[config.mk]
export PLATFORM = sky130hd
export DESIGN_NAME = argmax_stream
export DESIGN_NICKNAME = d
export VERILOG_FILES = /design/src/rtl/nn_pkg.sv /design/src/rtl/argmax_select.sv /design/src/rtl/argmax_stream.sv
export SDC_FILE = /design/constraint.sdc
export NUM_CORES = 1
export LEC_CHECK = 0
export CORE_UTILIZATION = 53
export DETAILED_ROUTE_END_ITERATION = 6
export HOLD_SLACK_MARGIN = 0.03
export PLACE_DENSITY = 0.86
export SYNTH_ARGS = -nofsm -noshare
export SYNTH_HDL_FRONTEND = slang
export SYNTH_SLANG_ARGS = --single-unit
[constraint.sdc]
create_clock -name clk -period 2.5 [get_ports clk]
set_input_delay 0.625 -clock clk [delete_from_list [all_inputs] [get_ports clk]]
set_output_delay 0.625 -clock clk [all_outputs]
set_load 0.02 [all_outputs]
[src/rtl/nn_pkg.sv]
// Constants shared by the output layer, the argmax stage and the result logic.
// Also holds the argmax FSM state encoding.
package nn_pkg;

    localparam int NUM_CLASSES      = 10;
    localparam int SCORE_RESOLUTION = 8;
    localparam int CLASS_INDEX_SIZE = 4;

    localparam logic [0:0] ST_IDLE    = 1'b0;
    localparam logic [0:0] ST_COLLECT = 1'b1;

endpackage

[src/rtl/argmax_select.sv]
// One step of the running argmax: keep the current winner unless the new score
// is strictly greater, so ties resolve to the earliest index.
module argmax_select #(
    parameter int resolution = 8,
    parameter int index_size = 4
) (
    input  logic                  first,
    input  logic [resolution-1:0] cur_max,
    input  logic [index_size-1:0] cur_idx,
    input  logic [resolution-1:0] new_val,
    input  logic [index_size-1:0] new_idx,
    output logic [resolution-1:0] nxt_max,
    output logic [index_size-1:0] nxt_idx
);

    logic take_new;

    // The first beat of a frame always wins, whatever was left in the registers.
    assign take_new = first || (new_val > cur_max);
    assign nxt_max  = take_new ? new_val : cur_max;
    assign nxt_idx  = take_new ? new_idx : cur_idx;

endmodule

[src/rtl/argmax_stream.sv]
// Serial argmax over one frame of output-layer scores; reports the winning class
// with a one-cycle done pulse after the final beat.
module argmax_stream
    import nn_pkg::*;
#(
    parameter int resolution  = SCORE_RESOLUTION,
    parameter int index_size  = CLASS_INDEX_SIZE,
    parameter int num_classes = NUM_CLASSES
) (
    input  logic                  clk,
    input  logic                  reset,
    input  logic                  start,
    input  logic                  in_valid,
    output logic                  in_ready,
    input  logic [resolution-1:0] in_data,
    input  logic                  in_last,
    output logic                  busy,
    output logic                  done,
    output logic [resolution-1:0] max_val,
    output logic [index_size-1:0] max_idx,
    output logic                  err,
    output logic [0:0]            fsm_state
);

    localparam logic [index_size-1:0] LAST_IDX = index_size'(num_classes - 1);

    logic [0:0]            state;
    logic [index_size-1:0] cnt;
    logic [resolution-1:0] run_max;
    logic [index_size-1:0] run_idx;
    logic [resolution-1:0] sel_max;
    logic [index_size-1:0] sel_idx;
    logic                  accept;
    logic                  count_full;
    logic                  frame_end;

    // Handshake: a beat transfers on a cycle where in_valid and in_ready are both
    // high; in_ready is high exactly while collecting, and in_data/in_last are
    // only looked at on a transfer.
    assign in_ready   = (state == ST_COLLECT);
    assign busy       = (state == ST_COLLECT);
    assign fsm_state  = state;
    assign accept     = in_valid && in_ready;
    assign count_full = (cnt == LAST_IDX);
    assign frame_end  = accept && (count_full || in_last);

    argmax_select #(
        .resolution (resolution),
        .index_size (index_size)
    ) u_select (
        .first   (cnt == '0),
        .cur_max (run_max),
        .cur_idx (run_idx),
        .new_val (in_data),
        .new_idx (cnt),
        .nxt_max (sel_max),
        .nxt_idx (sel_idx)
    );

    always_ff @(posedge clk) begin
        if (reset) begin
            state   <= ST_IDLE;
            cnt     <= '0;
            run_max <= '0;
            run_idx <= '0;
            done    <= 1'b0;
            max_val <= '0;
            max_idx <= '0;
            err     <= 1'b0;
        end else begin
            done <= 1'b0;
            case (state)
                ST_IDLE: begin
                    if (start) begin
                        state   <= ST_COLLECT;
                        cnt     <= '0;
                        run_max <= '0;
                        run_idx <= '0;
                    end
                end
                ST_COLLECT: begin
                    if (accept) begin
                        run_max <= sel_max;
                        run_idx <= sel_idx;
                        cnt     <= cnt + index_size'(1);
                    end
                    if (frame_end) begin
                        state   <= ST_IDLE;
                        max_val <= sel_max;
                        max_idx <= sel_idx;
                        // Flag frames whose in_last marker disagrees with the beat count.
                        err     <= (in_last != count_full);
                        done    <= 1'b1;
                    end
                end
                default: state <= ST_IDLE;
            endcase
        end
    end

endmodule

### Yosys cells after proc, flatten, opt, wreduce, memory -nomap -nowiden

Cells that the tools add are included.

| word-level totals | value |
|---|---|
| flip-flop bits (word level) | 31 |
| output and inout bits | 17 |
| word-level logic and storage cells | 37 |
| input port bits | 13 |

| cells by class | value |
|---|---|
| bitwise operators | 1 |
| add/sub/neg operators | 1 |
| eq/ne operators | 4 |
| order comparisons | 1 |
| mux-type cells | 14 |
| reductions and logical operators | 8 |

Operators by type and width:

| operator | count |
|---|---|
| two-way mux 8 bit | 3 |
| two-way mux 4 bit | 4 |
| one-hot mux 4 bit (2 select lines) | 2 |
| one-hot mux 8 bit (2 select lines) | 1 |
| > comparator 8 bit | 1 |
| adder 4 x 1 -> 4 bit (second input constant) | 1 |
| == test 4 bit (second input constant) | 1 |
| logical NOT 4 bit | 1 |
| AND reduction 2 bit | 2 |
| two-way mux 1 bit | 3 |
| logical AND 1 bit | 2 |
| logical OR 1 bit | 2 |
| != test 2 x 1 -> 1 bit (second input constant) | 1 |
| != test 2 bit (second input constant) | 1 |
| one-hot mux 1 bit (2 select lines) | 1 |
| OR reduction 2 bit | 1 |
| != test 1 bit | 1 |
| NOT 1 bit | 1 |

### Depth between registers and ports, before layout

Gate-level depths: netlist of the first run.

| logic depth | value |
|---|---|
| depth after elaboration | 5 |
| depth in mapped cells | 9 |
| gate-level depth less buffers | 8 |

### Modules after synthesis

From an unflattened synthesis of the first run, not the netlist that was laid out.

| second synthesis, totals | value |
|---|---|
| cells, all modules | 149 |
| area, all modules | 1,501.4 sq um |

Modules (own cells, without submodules):

| module | cells each | times used | area each (sq um) | sequential area each (sq um) |
|---|---|---|---|---|
| argmax_stream | 106 | 1 | 1,146.1 | 620.6 |
| argmax_select | 43 | 1 | 355.3 | 0.0 |

### Least setup slack after synthesis of the first run

Ideal clock, no wire load.

| path | value |
|---|---|
| path type | input-to-reg |
| start point | input port in_data[7] |
| end point | register max_idx[0] |
| library setup time | 0.122 ns |
| data required time | 2.378 ns |
| stages on the path | 8 |
| buffers on the path | 2 |
| arrival | 2.236 ns |
| path slack | 0.142 ns |
| cells stage by stage | ha_1 > nand4_2 > nor2_4 > nor2b_1 > buf_6 > or3_1 > buf_2 > a311o_1 |

| between the ends | value |
|---|---|
| word-level cells in the longest chain between the ends | 3 |

RTL lines:

| item | line | source |
|---|---|---|
| start: declaration | argmax_stream.sv:15 | `input logic [resolution-1:0] in_data,` |
| > comparator 8 bit | argmax_select.sv:19 | `assign take_new = first \|\| (new_val > cur_max);` |
| logical OR 1 bit | argmax_select.sv:19 |  |
| two-way mux 4 bit | argmax_select.sv:21 | `assign nxt_idx = take_new ? new_idx : cur_idx;` |
| end signal: assignment | argmax_stream.sv:90 | `max_idx <= sel_idx;` |
| end: declaration | argmax_stream.sv:20 | `output logic [index_size-1:0] max_idx,` |

Every way passes these cells.
A chain may end at the register's enable or synchronous reset.

### Final worst setup path of the first run

| path | value |
|---|---|
| start point | input port in_data[5] |
| end point | register run_idx[1] |

| between the ends | value |
|---|---|
| word-level cells in the longest chain between the ends | 5 |

RTL lines:

| item | line | source |
|---|---|---|
| > comparator 8 bit | argmax_select.sv:19 |  |
| logical OR 1 bit | argmax_select.sv:19 |  |
| two-way mux 4 bit | argmax_select.sv:21 |  |
| two-way mux 4 bit | argmax_stream.sv:82 | `if (accept) begin` |
| one-hot mux 4 bit (2 select lines) | argmax_stream.sv:72 | `case (state)` |
| end signal: assignment | argmax_stream.sv:84 | `run_idx <= sel_idx;` |
| end: declaration | argmax_stream.sv:30 | `logic [index_size-1:0] run_idx;` |

Every way passes these cells. The select of a mux whose other input is x is not followed.

==> results.py, run 1 <==
metrics = {
    "finish": {
        "fill_cells": 219,
        "final_common_cell": "nand2_1",
        "layout-drive-gt1-share_pct": 16.2,
        "nNetsFinal": 290,
        "antenna_cells": 0,
        "mostFrequentLayoutCells": "nand2_1 (35), dfxtp_1 (31), clkdlybuf4s50_1 (24), buf_4 (24), a31oi_1 (12)",
        "syn_to_final_growth_pct": 33.5,
        "post-route-util_pct": 77.0,
        "stdcell_area_mm2": 0.00243,
    },
    "logic_synthesis": {
        "synthFlopType": "dfxtp_1",
        "syn-instance-count": 223,
        "yosysWarnings": 0,
        "synth-async-reset-ratio_pct": 0,
        "synthesis.area_mm2": 0.00182,
        "yosysSeqAreaShare_pct": 34.1,
        "synthDistinctLibCells": 34,
        "synth_edf_count": 0,
        "syn_nets": 248,
        "synth.avg_cell_area_um2": 8.15,
        "synth_seq_cells": 31,
    },
    "routing": {
        "antenna_left": 0,
        "dr.pass1.iters": 5,
        "vias": 1884,
        "wire_per_inst_um": 16.2,
        "drt_iter0_markers": 241,
        "drc": 0,
        "drt_wl_total_um": 5030,
        "viasPerCell": 6.08,
    },
    "worst_hold_path": {
        "min_to": "max_idx[2]",
        "min_from": "max_idx[2]",
        "holdPathStages": 2,
        "hp-class": "reg -> reg",
    },
    "global_route": {
        "grt_util_met3_pct": 7.89,
        "grt-busiest-layer": "met2",
        "grt_max_degree": 25,
        "grt_util_met2_pct": 43.5,
        "grt_pass1_vias": 1596,
        "grt_pass1_wl_um": 7330,
        "track_usage_pct": 27.6,
        "grt_use_met1_pct": 34.7,
        "antenna_found_initial": 0,
        "grt.overflow.total": 0,
    },
    "floorplanning": {
        "die_h_um": 60.6,
        "start_util_pct": 57.7,
        "fp.coreArea_mm2": 0.00315,
        "die_w_um": 60.6,
        "dieArea_mm2": 0.00367,
        "ioPinCount": 30,
        "row_count": 20,
    },
    "clocking": {
        "clockBufferDepth": 2,
        "htree_num_levels": 2,
        "cts_tree": "done",
        "cts_root_buf": "clkbuf_4",
        "worstSkewPairLatency_ns": 0.35,
        "ctsHoldBuffers": 0,
        "clkTransAtPathRegs_ns": 0.10,
        "clock-sinks": 31,
        "numCtsBuffers": 5,
    },
    "worst_setup_path": {
        "cp_cell_sequence": "clkdlybuf4s50_1 -> ha_1 -> a21oi_1 -> o21ai_0 -> nor2b_1 -> buf_6 -> or4_1 -> a31oi_1",
        "r2r-start": "run_max[1]",
        "critPathLaunchType": "input pin",
        "reg2reg_depth": 8,
        "crit_path_top_delay_cell": "or4_1",
        "critical_path_peak_fanout": 21,
        "r2r_slack_ns": 0.21,
        "worstPathArrival_ns": 2.78,
        "worst_setup_path_end_kind": "flop",
        "crit_required_ns": 2.78,
        "path_class": "in -> reg",
        "slowest_delay_ns": 0.51,
        "r2r_end": "run_idx[1]",
    },
    "power": {
        "p_leak_nw": 0.883,
        "clkPwrFrac_pct": 32.0,
        "comb_power_share_pct": 21.0,
        "internal_power_uw": 776,
        "peakVddDrop_mv": 0.381,
        "power_switching_uw": 327,
        "p_sw_share_pct": 29.7,
        "seqPwrFrac_pct": 47.0,
        "power_density_mw_per_mm2": 454,
    },
    "outcome": {
        "outcome": "finished, violations left",
        "violations": "negative setup slack",
    },
    "placement": {
        "io_buffers": 29,
        "dp_slack_ns": -0.420,
        "place_area_mm2": 0.00225,
        "gp_congestion": 0.829,
        "dp_hpwl_um": 3050,
    },
    "timing": {
        "min_period_over_period_pct": 100,
        "fin_crit_ns": 2.50,
        "setup_ws_ns": -0.00250,
        "max_slew_margin_pct": 67.4,
        "fmax_mhz": 400,
        "finalSetupViolations": 1,
        "maxSlewViolCount": 0,
        "worstMarginPinSlew_ns": 0.488,
        "finalHoldViolCount": 0,
        "skew_ns": 0.00703,
        "setup_tns_ns": -0.00250,
    },
    "job": {
        "maxCapViolations": 0,
    },
}
==> per-layer routing <==
layer,wire length (um),vias to the layer above
li1,-,911
met1,2100,877
met2,2440,84
met3,397,12
met4,89,0
met5,0,-
==> stage by stage <==
| stage | instances | hold WS [ns] | power, mW |
|---|---|---|---|
| finish | 310 | 0.459 | 1.10 |
| global route | 310 | 0.501 | 1.15 |
| CTS | 305 | 0.466 | 1.08 |
| detailed placement | 297 | 0.441 | 0.737 |
| global placement | 297 | 0.436 | 0.731 |
| floorplan | 223 | 0.469 | 0.643 |
==> layout make-up <==
cell class	instances	area [um2]	share of cell area (%)
multi-input cells	159	1110	45.8
flip-flops and latches	31	621	25.6
repair buffers	57	531	21.9
clock buffers	8	68.8	2.84
well taps	44	55.1	2.27
inverters	11	41.3	1.70
==> logic make-up (layout without fill, tap and decap cells) <==
kind of cell             after synthesis  count (layout)  share of synthesized area (%)
adder cells (fa/ha/maj)               12              12                           8.26
buffers and inverters                 33              76                           7.78
AO/OA/AOI/OAI                         52              52                           22.2
XOR/XNOR                               2               2                          0.964
AND/OR/NAND/NOR                       93              93                           26.7
flip-flops                            31              31                           34.1
==> sequential cells by signal, indices dropped and copies added (netlist names) <==
signal,cells
max_val,8
run_max,8
cnt,4
max_idx,4
run_idx,4
busy,1
done,1
err,1
==> power groups by stage <==
stage	clock, mW	sequential (mW)	combinational [mW]
floorplan	0	0.534	0.109
finish	0.353	0.518	0.232
global route	0.376	0.520	0.251
CTS	0.352	0.518	0.210
detailed placement	0	0.529	0.207
global placement	0	0.528	0.202
==> timing repair <==
| item | CTS | global route |
|---|---|---|
| cloned | 0 | 1 |
| endpoints found under the setup margin | 10 | 17 |
| buffers inserted | 0 | 4 |
| resized for setup | 1 | 11 |
| pin swaps | 0 | 8 |
==> cell usage after synthesis (2+ instances only) <==
library cell	instances	share of area, %
clkbuf_1	17	3.5
o21ai_0	4	1.1
a311oi_1	2	0.96
buf_4	2	0.83
o311ai_0	10	4.8
and2_1	11	3.8
nand2_1	35	7.2
buf_2	2	0.55
nor3_1	5	1.4
or4_1	10	4.1
nor2b_1	3	1.0
nand4_1	2	0.69
nor2_1	11	2.3
a311o_1	10	5.5
ha_1	12	8.3
dfxtp_1	31	34
o31ai_1	4	1.7
a31oi_1	12	4.1
inv_1	11	2.3
xor2_1	2	0.96
a21oi_1	4	1.1
nor4_1	10	3.4
nand2b_1	2	0.69
==> critical path: cells and delay by family <==
kind / cells / cell delay (ns)
AOI/OAI and AO/OA: 3 / 0.49
adders and majority gates: 1 / 0.34
buffers and inverters: 2 / 0.62
and+or+nand+nor: 2 / 0.70
==> worst max-delay path by stage <==
| stage | cells after the start | slack [ns] | endpoint | startpoint |
|---|---|---|---|---|
| after floorplan | 8 | 0.14 | max_idx[0] | in_data[7] |
| after global placement | 7 | -0.39 | max_val[3] | in_data[1] |
| after detailed placement | 7 | -0.42 | max_val[6] | in_data[1] |
| after CTS | 8 | 0.02 | run_idx[1] | in_data[1] |
| after global routing | 8 | -0.05 | run_idx[1] | in_data[5] |
| final | 8 | -0.003 | run_idx[1] | in_data[5] |
(Power assumes the default switching activity.)
==> inputs of run 2 (changes only) <==
--- a/config.mk
+++ b/config.mk
@@ -6,6 +6,7 @@
 export NUM_CORES = 1
 export LEC_CHECK = 0
 export CORE_UTILIZATION = 53
+export CTS_CLUSTER_DIAMETER = 100
 export DETAILED_ROUTE_END_ITERATION = 6
 export HOLD_SLACK_MARGIN = 0.03
 export PLACE_DENSITY = 0.86
==> results of run 2 <==
Final layout, timing and power as in run 1 (identical DEF).
